`src/rtl/i2c_codec_responder.sv`:
```
// I2C write-only target emulating the WM8731 control port.
// Oversamples SCL/SDA, ACKs 3-byte register writes addressed to DEV_ADDR,
// stores 9-bit values in a local register file and strobes every accepted write.
module i2c_codec_responder #(
    parameter logic [6:0]  DEV_ADDR  = 7'h1A,
    parameter int unsigned NUM_REGS  = 16,
    parameter logic [6:0]  RESET_REG = 7'h0F
) (
    input  logic       i_clk,
    input  logic       i_rst,
    input  logic       i_scl,
    input  logic       i_sda,
    output logic       o_sda_oe,
    output logic       o_wr_valid,
    output logic [6:0] o_wr_addr,
    output logic [8:0] o_wr_data,
    input  logic [3:0] i_rd_addr,
    output logic [8:0] o_rd_data,
    output logic       o_busy,
    output logic [7:0] o_wr_cnt
);

    localparam int unsigned AW         = $clog2(NUM_REGS);
    localparam logic [7:0]  NUM_REGS_W = 8'(NUM_REGS);

    typedef enum logic [2:0] {
        StIdle,
        StDev,
        StAckDev,
        StB1,
        StAck1,
        StB2,
        StAck2,
        StNackWait
    } state_e;

    state_e      state_q, state_d;
    logic        scl_s1, scl_s2, scl_h;
    logic        sda_s1, sda_s2, sda_h;
    logic        scl_rise, scl_fall, start_det, stop_det;
    logic [3:0]  bit_cnt_q, bit_cnt_d;
    logic [6:0]  shreg_q, shreg_d;
    logic [7:0]  byte_in;
    logic        ack_on_q, ack_on_d;
    logic        busy_q, busy_d;
    logic [6:0]  reg_addr_q, reg_addr_d;
    logic [8:0]  data_q, data_d;
    logic        commit;
    logic        wr_valid_q;
    logic [6:0]  wr_addr_q;
    logic [8:0]  wr_data_q;
    logic [7:0]  wr_cnt_q;
    logic [8:0]  rd_data_q;
    logic [8:0]  regs [NUM_REGS];

    // Two-flop synchronizers plus one history stage for edge detection.
    always_ff @(posedge i_clk) begin
        if (i_rst) begin
            scl_s1 <= 1'b0;
            scl_s2 <= 1'b0;
            scl_h  <= 1'b0;
            sda_s1 <= 1'b0;
            sda_s2 <= 1'b0;
            sda_h  <= 1'b0;
        end else begin
            scl_s1 <= i_scl;
            scl_s2 <= scl_s1;
            scl_h  <= scl_s2;
            sda_s1 <= i_sda;
            sda_s2 <= sda_s1;
            sda_h  <= sda_s2;
        end
    end

    assign scl_rise = scl_s2 & ~scl_h;
    assign scl_fall = ~scl_s2 & scl_h;
    // SCL must be high on both samples so an SDA change alongside an SCL edge
    // is never mistaken for START/STOP.
    assign start_det = scl_s2 & scl_h & sda_h & ~sda_s2;
    assign stop_det  = scl_s2 & scl_h & ~sda_h & sda_s2;
    assign byte_in   = {shreg_q, sda_s2};

    // Next-state logic: bus conditions first, then per-state bit/ACK handling.
    always_comb begin
        state_d    = state_q;
        bit_cnt_d  = bit_cnt_q;
        shreg_d    = shreg_q;
        ack_on_d   = ack_on_q;
        busy_d     = busy_q;
        reg_addr_d = reg_addr_q;
        data_d     = data_q;
        commit     = 1'b0;
        if (start_det) begin
            state_d   = StDev;
            bit_cnt_d = 4'd0;
            ack_on_d  = 1'b0;
            busy_d    = 1'b1;
        end else if (stop_det) begin
            state_d   = StIdle;
            bit_cnt_d = 4'd0;
            ack_on_d  = 1'b0;
            busy_d    = 1'b0;
        end else begin
            case (state_q)
                StDev, StB1, StB2: begin
                    if (scl_rise) begin
                        shreg_d   = byte_in[6:0];
                        bit_cnt_d = bit_cnt_q + 4'd1;
                        if (bit_cnt_q == 4'd7) begin
                            bit_cnt_d = 4'd0;
                            if (state_q == StDev) begin
                                if (byte_in[7:1] == DEV_ADDR && !byte_in[0]) begin
                                    state_d = StAckDev;
                                end else begin
                                    state_d = StIdle;
                                end
                            end else if (state_q == StB1) begin
                                reg_addr_d = byte_in[7:1];
                                data_d[8]  = byte_in[0];
                                state_d    = StAck1;
                            end else begin
                                data_d[7:0] = byte_in;
                                state_d     = StAck2;
                            end
                        end
                    end
                end
                StAckDev, StAck1, StAck2: begin
                    // First fall drives ACK, second fall (end of 9th clock) releases.
                    if (scl_fall) begin
                        if (!ack_on_q) begin
                            ack_on_d = 1'b1;
                        end else begin
                            ack_on_d = 1'b0;
                            case (state_q)
                                StAckDev: state_d = StB1;
                                StAck1:   state_d = StB2;
                                default: begin
                                    state_d = StNackWait;
                                    commit  = 1'b1;
                                end
                            endcase
                        end
                    end
                end
                default: ;
            endcase
        end
    end

    // FSM and transaction state registers.
    always_ff @(posedge i_clk) begin
        if (i_rst) begin
            state_q    <= StIdle;
            bit_cnt_q  <= 4'd0;
            shreg_q    <= 7'd0;
            ack_on_q   <= 1'b0;
            busy_q     <= 1'b0;
            reg_addr_q <= 7'd0;
            data_q     <= 9'd0;
        end else begin
            state_q    <= state_d;
            bit_cnt_q  <= bit_cnt_d;
            shreg_q    <= shreg_d;
            ack_on_q   <= ack_on_d;
            busy_q     <= busy_d;
            reg_addr_q <= reg_addr_d;
            data_q     <= data_d;
        end
    end

    // Commit strobe, last-write capture and wrapping write counter.
    always_ff @(posedge i_clk) begin
        if (i_rst) begin
            wr_valid_q <= 1'b0;
            wr_addr_q  <= 7'd0;
            wr_data_q  <= 9'd0;
            wr_cnt_q   <= 8'd0;
        end else begin
            wr_valid_q <= commit;
            if (commit) begin
                wr_addr_q <= reg_addr_q;
                wr_data_q <= data_q;
                wr_cnt_q  <= wr_cnt_q + 8'd1;
            end
        end
    end

    // Register file: RESET_REG clears everything, out-of-range addresses are dropped.
    always_ff @(posedge i_clk) begin
        if (i_rst) begin
            for (int i = 0; i < NUM_REGS; i++) regs[i] <= 9'd0;
        end else if (commit) begin
            if (reg_addr_q == RESET_REG) begin
                for (int i = 0; i < NUM_REGS; i++) regs[i] <= 9'd0;
            end else if ({1'b0, reg_addr_q} < NUM_REGS_W) begin
                regs[reg_addr_q[AW-1:0]] <= data_q;
            end
        end
    end

    // Registered readback port.
    always_ff @(posedge i_clk) begin
        if (i_rst) begin
            rd_data_q <= 9'd0;
        end else begin
            rd_data_q <= regs[i_rd_addr];
        end
    end

    assign o_sda_oe   = ack_on_q;
    assign o_busy     = busy_q;
    assign o_wr_valid = wr_valid_q;
    assign o_wr_addr  = wr_addr_q;
    assign o_wr_data  = wr_data_q;
    assign o_wr_cnt   = wr_cnt_q;
    assign o_rd_data  = rd_data_q;

endmodule

```
`config.mk`:
```
export PLATFORM = sky130hd
export DESIGN_NAME = i2c_codec_responder
export DESIGN_NICKNAME = d
export VERILOG_FILES = /design/src/rtl/i2c_codec_responder.sv
export SDC_FILE = /design/constraint.sdc
export NUM_CORES = 1
export LEC_CHECK = 0
export CORE_MARGIN = 4
export CORE_UTILIZATION = 40
export CTS_BUF_LIST = sky130_fd_sc_hd__clkbuf_4
export CTS_CLUSTER_SIZE = 28
export DETAILED_ROUTE_END_ITERATION = 10
export GPL_TIMING_DRIVEN = 0
export PLACE_DENSITY = 0.56
export SYNTH_ARGS = -nofsm -noshare
export SYNTH_HDL_FRONTEND = slang
export SYNTH_SLANG_ARGS = --single-unit
```
`constraint.sdc`:
```
create_clock -name i_clk -period 4.95 [get_ports i_clk]
set_input_delay 0.99 -clock i_clk [delete_from_list [all_inputs] [get_ports i_clk]]
set_output_delay 0.99 -clock i_clk [all_outputs]
set_load 0.01 [all_outputs]
```
==> results of run 1 <==
## flip-flops by register name, indices dropped and copies added (netlist names), 3 cells and up
register    cells
o_wr_addr       7
o_wr_cnt        8
reg_addr_q      7
state_q         3
o_rd_data       9
regs          144
data_q          9
o_wr_data       9
bit_cnt_q       4
shreg_q         7
## worst max-delay path, cell delays in order
cell and delay [ns]:
clkbuf_1 0.24, or2_2 0.39, nor4_1 0.58, nand2b_1 0.24, o21ai_0 1.05
## cell families after synthesis
logic type      Yosys count  share of synthesized area, %
fa+ha+maj                 2                         0.263
mux                      83                          9.54
compound gates           96                          6.14
other cells               1                        0.0395
flops                   216                          60.7
xor+xnor                 10                         0.922
buf+inv                  57                          2.92
simple gates            333                          19.5
## routing by layer
| metal | up-vias | GRT usage (%) | share of wire [%] |
|---|---|---|---|
| met4 | 0 | 5.88 | 2.0 |
| met1 | 3102 | 28.3 | 47 |
| li1 | 3089 | - | - |
| met5 | - | 0 | 0 |
| met3 | 35 | 4.34 | 6.7 |
| met2 | 223 | 30.7 | 45 |
## where the power goes
group          internal [mW]  leakage [nW]  switching [mW]
Sequential              1.97          2.06          0.0144
Combinational         0.0678          1.48           0.119
Clock                  0.963         0.483           0.725
## worst min-delay path by stage
stage	from	endpoint	slack (ns)
2_1_floorplan	scl_s1	scl_s2	0.41
3_3_place_gp	scl_s1	scl_s2	0.42
3_5_place_dp	sda_s1	sda_s2	0.43
4_1_cts	scl_s1	scl_s2	0.46
5_1_grt	scl_s1	scl_s2	0.45
6_report	sda_s1	sda_s2	0.44
## per-stage QoR
step                power (mW)  util, %  cell area (um2)  instances  worst slack (ns)
detailed placement        2.21     44.2            10300       1168             0.939
global placement          2.21     44.1            10300       1165             0.781
global route              4.01     47.7            11200       1274              1.54
finish                    3.86     47.7            11200       1274              1.68
floorplan                 2.14        -             9530        806              1.89
CTS                       3.90     47.7            11200       1273              1.65
## cells in the final DEF (no fill, tap or decap), types with 8 or more instances in the layout
master / instances
mux2i_1: 77
dfxtp_1: 72
nand2b_1: 28
nor2b_1: 9
clkbuf_4: 95
edfxtp_1: 144
buf_2: 9
a21oi_1: 30
and2_1: 67
nand3_1: 14
o21ai_0: 21
clkdlybuf4s50_1: 40
clkbuf_1: 36
nor2_2: 20
a22oi_1: 30
nand2_1: 69
nor2_1: 89
conb_1: 9
nor4_4: 8
## final cells by class
type | count | share of cell area (%)
multi-input cells | 533 | 31.2
inverters | 4 | 0.135
diodes | 1 | 0.0224
flip-flops and latches | 216 | 51.7
plain buffers | 53 | 2.36
clock inverters | 10 | 0.819
well taps | 319 | 3.58
clock buffers | 95 | 6.39
repair buffers | 43 | 3.79
==> summary.txt, run 1 <==
CTS
  – Root buf cell: clkbuf_4
  – # hold bufs at CTS: 0
  – Setup repair bufs after CTS: 0
  – Cts repair resizes: 0
  – CTS tree: done
  – Clk_lat worst skew: between 0.6 and 0.7 ns
  – Total CTS buffers: 57
  – H-tree Lvls: 2
  – Reg clk slew, reported paths: ~0.06 ns
  – Clk sink count: approximately 220
  – Longest Clk Path Bufs: 3

Timing
  – Fin Setup TNS: 0 ns
  – Slew @ Worst Pin: between 1 and 1.5 ns
  – Final period util: approximately two thirds
  – Worst hold slack: 0.443 ns
  – Fmax achieved: 0.306 GHz
  – Headroom to the max-slew limit: around an eighth
  – Final-report hold violation count: 0
  – Count of final setup violators: 0
  – Final Max Slew Viols: 0
  – RSZ-0062 raised after global routing: no
  – Final critical-path required period: between 3 and 4 ns
  – Clock skew: roughly 0.053 ns

Finish
  – Layout cells sized above 1: 16.8%
  – Nets: roughly 900
  – FF/Latch Area: slightly below 0.006 mm2
  – Multi-input logic area: approximately 0.0035 mm2
  – Area Growth Syn to Fin: 17.5%
  – Fill cells: 2,227

Die
  – IO Count: 44
  – Die Width: 162 um
  – Starting density of the core: between 40% and 50%
  – Die area: between 0.02 and 0.03 mm2
  – Die Span Y: 162 um
  – Row count: 56
  – CORE AREA: about 0.023 mm2

Worst setup path
  – Maximum fanout along the worst path: 9
  – WP data arrival: roughly 3.5 ns
  – Reg2reg path depth: 5
  – CP endpoint: regs[8][5]
  – Req. time, crit path: between 5 and 6 ns
  – Crit end category: flip-flop
  – Crit path from: i_rst
  – Critical path class: input pin to flip-flop
  – Reg-to-reg slack, setup: 1.78 ns
  – Critical Path Source Type: input pin
  – Worst R2R Start: scl_h
  – R2r endpoint: regs[8][5]

Hold path
  – Class of the worst hold path: flip-flop to flip-flop
  – Hold path cells: 1

Detailed routing
  – Antenna viol nets, final: 0
  – Via count: about 6,400
  – Wire per inst: just over 20 um
  – DRT iter0 DRCs: between 400 and 500
  – Drt pass-1 iters: 5
  – DRC viols: 0
  – Detailed Route WL: roughly 26,000 um
  – Drt via density: roughly 5

Yosys
  – Synth top area share: 45.5%
  – Yosys Warn Count: 0
  – Synth top area cells: edfxtp_1 46%, dfxtp_1 15%, mux2i_1 8.1%, and2_1 4.4%, nor2_1 3.5%
  – Leading area contributor after synthesis: edfxtp_1
  – Post-synth EDFFs: 144
  – Seq/Total Area, Yosys: between 60% and 70%
  – FF+latch count, synth: 216
  – Primary FF master, synth: edfxtp_1
  – Distinct cells, synth: 48
  – Syn_area_per_cell: ~12 um2
  – Dominant cell by count in the synthesized netlist: edfxtp_1
  – Top cells by count, synth: 144 x edfxtp_1, 89 x nor2_1, 77 x mux2i_1, 72 x dfxtp_1, 69 x nand2_1
  – Ys async rst share: 0%
  – Netlist Area Pre-Place: ~0.0095 mm2
  – Cells after synthesis: 798

Power and ir drop
  – PwrDens: roughly 350 mW/mm2
  – Leak pwr: approximately 4.0 nW
  – Max VDD drop: 0.147 mV

GRT
  – Initial antenna violation count: 1
  – GRT Total Usage: between 15 and 20%
  – Largest net degree at the start of global routing: 16
  – First-pass GRT wire length: just under 40,000 um
  – Aggregate global routing overflow: 0
  – Number of global-route vias before repair: about 6,500

Outcome
  – Outcome: finished, final reports clean

Placed design
  – Post-DP HPWL: about 17,000 um
  – Gp weighted congestion: just under 0.8
  – PortBufs: 40

Flow run
  – Max-Cap Viols: 0
No activity file was read; power rests on OpenSTA's default activity.
==> run 2: changes to the inputs <==
PLACE_DENSITY = 0.58   (was 0.56)
clock period = 2.9 ns   (was 4.95 ns; I/O delays follow)
==> run 2 against run 1 <==
  * Sequential cell count did not move
  * Core utilization barely moved
  * Sequential share of layout area barely moved
  * Register-to-register slack got worse by 1.7 ns
  * Sequential power rose by 71%
  * Die area did not move
  * Critical path depth rose by 1
  * Design area barely moved
  * Largest cell class unchanged
==> summary.txt, run 2 (synthesis gave the netlist of run 1 again) <==
Detailed routing
  – Wire per inst: about 20 um
  – Via count: 6,486
  – Antenna viol nets, final: 0
  – Drt via density: 5.10
  – DRC viols: 0
  – DRT iter0 DRCs: about 550
  – Detailed Route WL: between 20,000 and 30,000 um
  – Drt pass-1 iters: 5

Timing
  – Fin Setup TNS: 0 ns
  – Final period util: 96.2%
  – Slew @ Worst Pin: between 0.9 and 1 ns
  – Final critical-path required period: 2.79 ns
  – Smallest setup slack after layout: 0.111 ns
  – Headroom to the max-slew limit: 36.4%
  – RSZ-0062 raised after global routing: no
  – Fmax achieved: 0.359 GHz
  – Clock skew: about 0.04 ns
  – Count of final setup violators: 0
  – Final Max Slew Viols: 0
  – Final-report hold violation count: 0

GRT
  – GRT Total Usage: between 20% and 30%
  – First-pass GRT wire length: approximately 40,000 um
  – Number of global-route vias before repair: about 6,500
  – Aggregate global routing overflow: 0
  – Initial antenna violation count: 1
  – Largest net degree at the start of global routing: 15

CTS
  – CTS tree: done
  – H-tree Lvls: 2
  – Clk_lat worst skew: a little under 0.7 ns
  – # hold bufs at CTS: 0
  – Longest Clk Path Bufs: 3
  – Root buf cell: clkbuf_4
  – Reg clk slew, reported paths: 0.07 ns
  – Clk sink count: about 220
  – Total CTS buffers: 56

Placed design
  – Setup Slack @ Placement: -0.591 ns
  – Placed insts: 1,168
  – PortBufs: 40
  – Post-DP HPWL: ~17,000 um
  – Gp weighted congestion: roughly 0.80

Finish
  – Non-Filler Instances: around 1,300
  – Area Growth Syn to Fin: 17.4%
  – Largest Register: regs
  – Post-route core utilization: 47.7%
  – Most frequent cells in the layout: 144 x edfxtp_1, 92 x clkbuf_4, 89 x nor2_1
  – Most common cell after layout, fill and taps aside: edfxtp_1
  – Max FFs per register: about 140
  – Nets: 917
  – Layout cells sized above 1: roughly 17%

Power and ir drop
  – Leak pwr: between 4 and 5 nW
  – Max VDD drop: between 0.2 and 0.3 mV
  – Total Power: between 6 and 7 mW
  – PwrDens: between 500 and 600 mW/mm2

Die
  – CORE AREA: between 0.02 and 0.025 mm2
  – Die Span Y: around 160 um
  – Starting density of the core: about two fifths
  – Die Width: 162 um
  – Row count: 56
  – IO Count: 44
  – Die area: 0.0263 mm2

Worst setup path
  – Critical Path Source Type: flip-flop
  – WP data arrival: slightly above 3 ns
  – Crit end category: flip-flop
  – Critical path class: flip-flop to flip-flop
  – Maximum fanout along the worst path: 10
  – Req. time, crit path: ~3.2 ns

Hold path
  – Class of the worst hold path: flip-flop to flip-flop

Outcome
  – Outcome: finished, final reports clean

Flow run
  – Max-Cap Viols: 0
==> run 2: cell count changes in the layout (fill, tap and decap cells not counted), moves of 2 or more <==
cell	before	now
nand2b_1	28	23
o21ai_2	0	4
nand2b_2	0	5
clkbuf_4	95	92
o21ai_1	5	3
o21ai_0	21	19
clkinv_1	6	10
==> run 2: area by class of cell <==
class / count / area (um2)
flip-flops and latches: 216 / 5770
inverters: 4 / 15.0
fillers: 2181 / 12200
repair buffers: 43 / 423
well taps: 319 / 399
clock inverters: 12 / 72.6
plain buffers: 53 / 263
multi-input cells: 533 / 3520
diodes: 1 / 2.50
clock buffers: 92 / 691
==> run 2: critical path, stage by stage, from the launching register on <==
cell and delay, ns:
dfxtp_1 0.30, buf_2 0.17, nand2_1 0.26, or3_1 0.46, buf_6 0.18, nor4_4 0.64
nand2b_2 0.41
==> run 2: layer usage <==
| layer | vias to the layer above | wire length (um) | track usage [%] |
|---|---|---|---|
| met2 | 223 | 12000 | 31.7 |
| met3 | 59 | 1520 | 4.26 |
| li1 | 3078 | - | - |
| met4 | 0 | 846 | 7.69 |
| met5 | - | 0 | 0 |
| met1 | 3126 | 11700 | 27.1 |
==> run 2: metrics by stage <==
stage / instance area, um2 / hold WS [ns]
after floorplan: 9530 / 0.414
after global placement: 10300 / 0.419
after detailed placement: 10300 / 0.429
after CTS: 11100 / 0.401
after global routing: 11200 / 0.417
final: 11200 / 0.439
==> run 2: final timing paths <==
check | from | to | slack (ns) | cells after the start
setup / recovery | state_q[1] | regs[5][0] | 0.11 | 6
hold / removal | sda_s1 | sda_s2 | 0.44 | 1
setup reg to reg | state_q[1] | regs[5][0] | 0.11 | 6
hold reg to reg | sda_s1 | sda_s2 | 0.44 | 1
==> run 2: repair_timing <==
item	in CTS	in global routing
setup buffers	0	0
setup endpoints to repair	27	73
gates resized for setup	3	10
==> run 2: power by group <==
part / switching, mW / leakage (nW) / internal [mW]
Combinational: 0.204 / 1.49 / 0.117
Clock: 1.25 / 0.457 / 1.51
Sequential: 0.0251 / 2.06 / 3.36
Total: 1.48 / 4.01 / 4.99
==> run 3: changes to the inputs <==
CTS_CLUSTER_SIZE = default   (was 28)
==> results of run 3 <==
The final DEF is identical to that of run 2; final timing and power are the same.
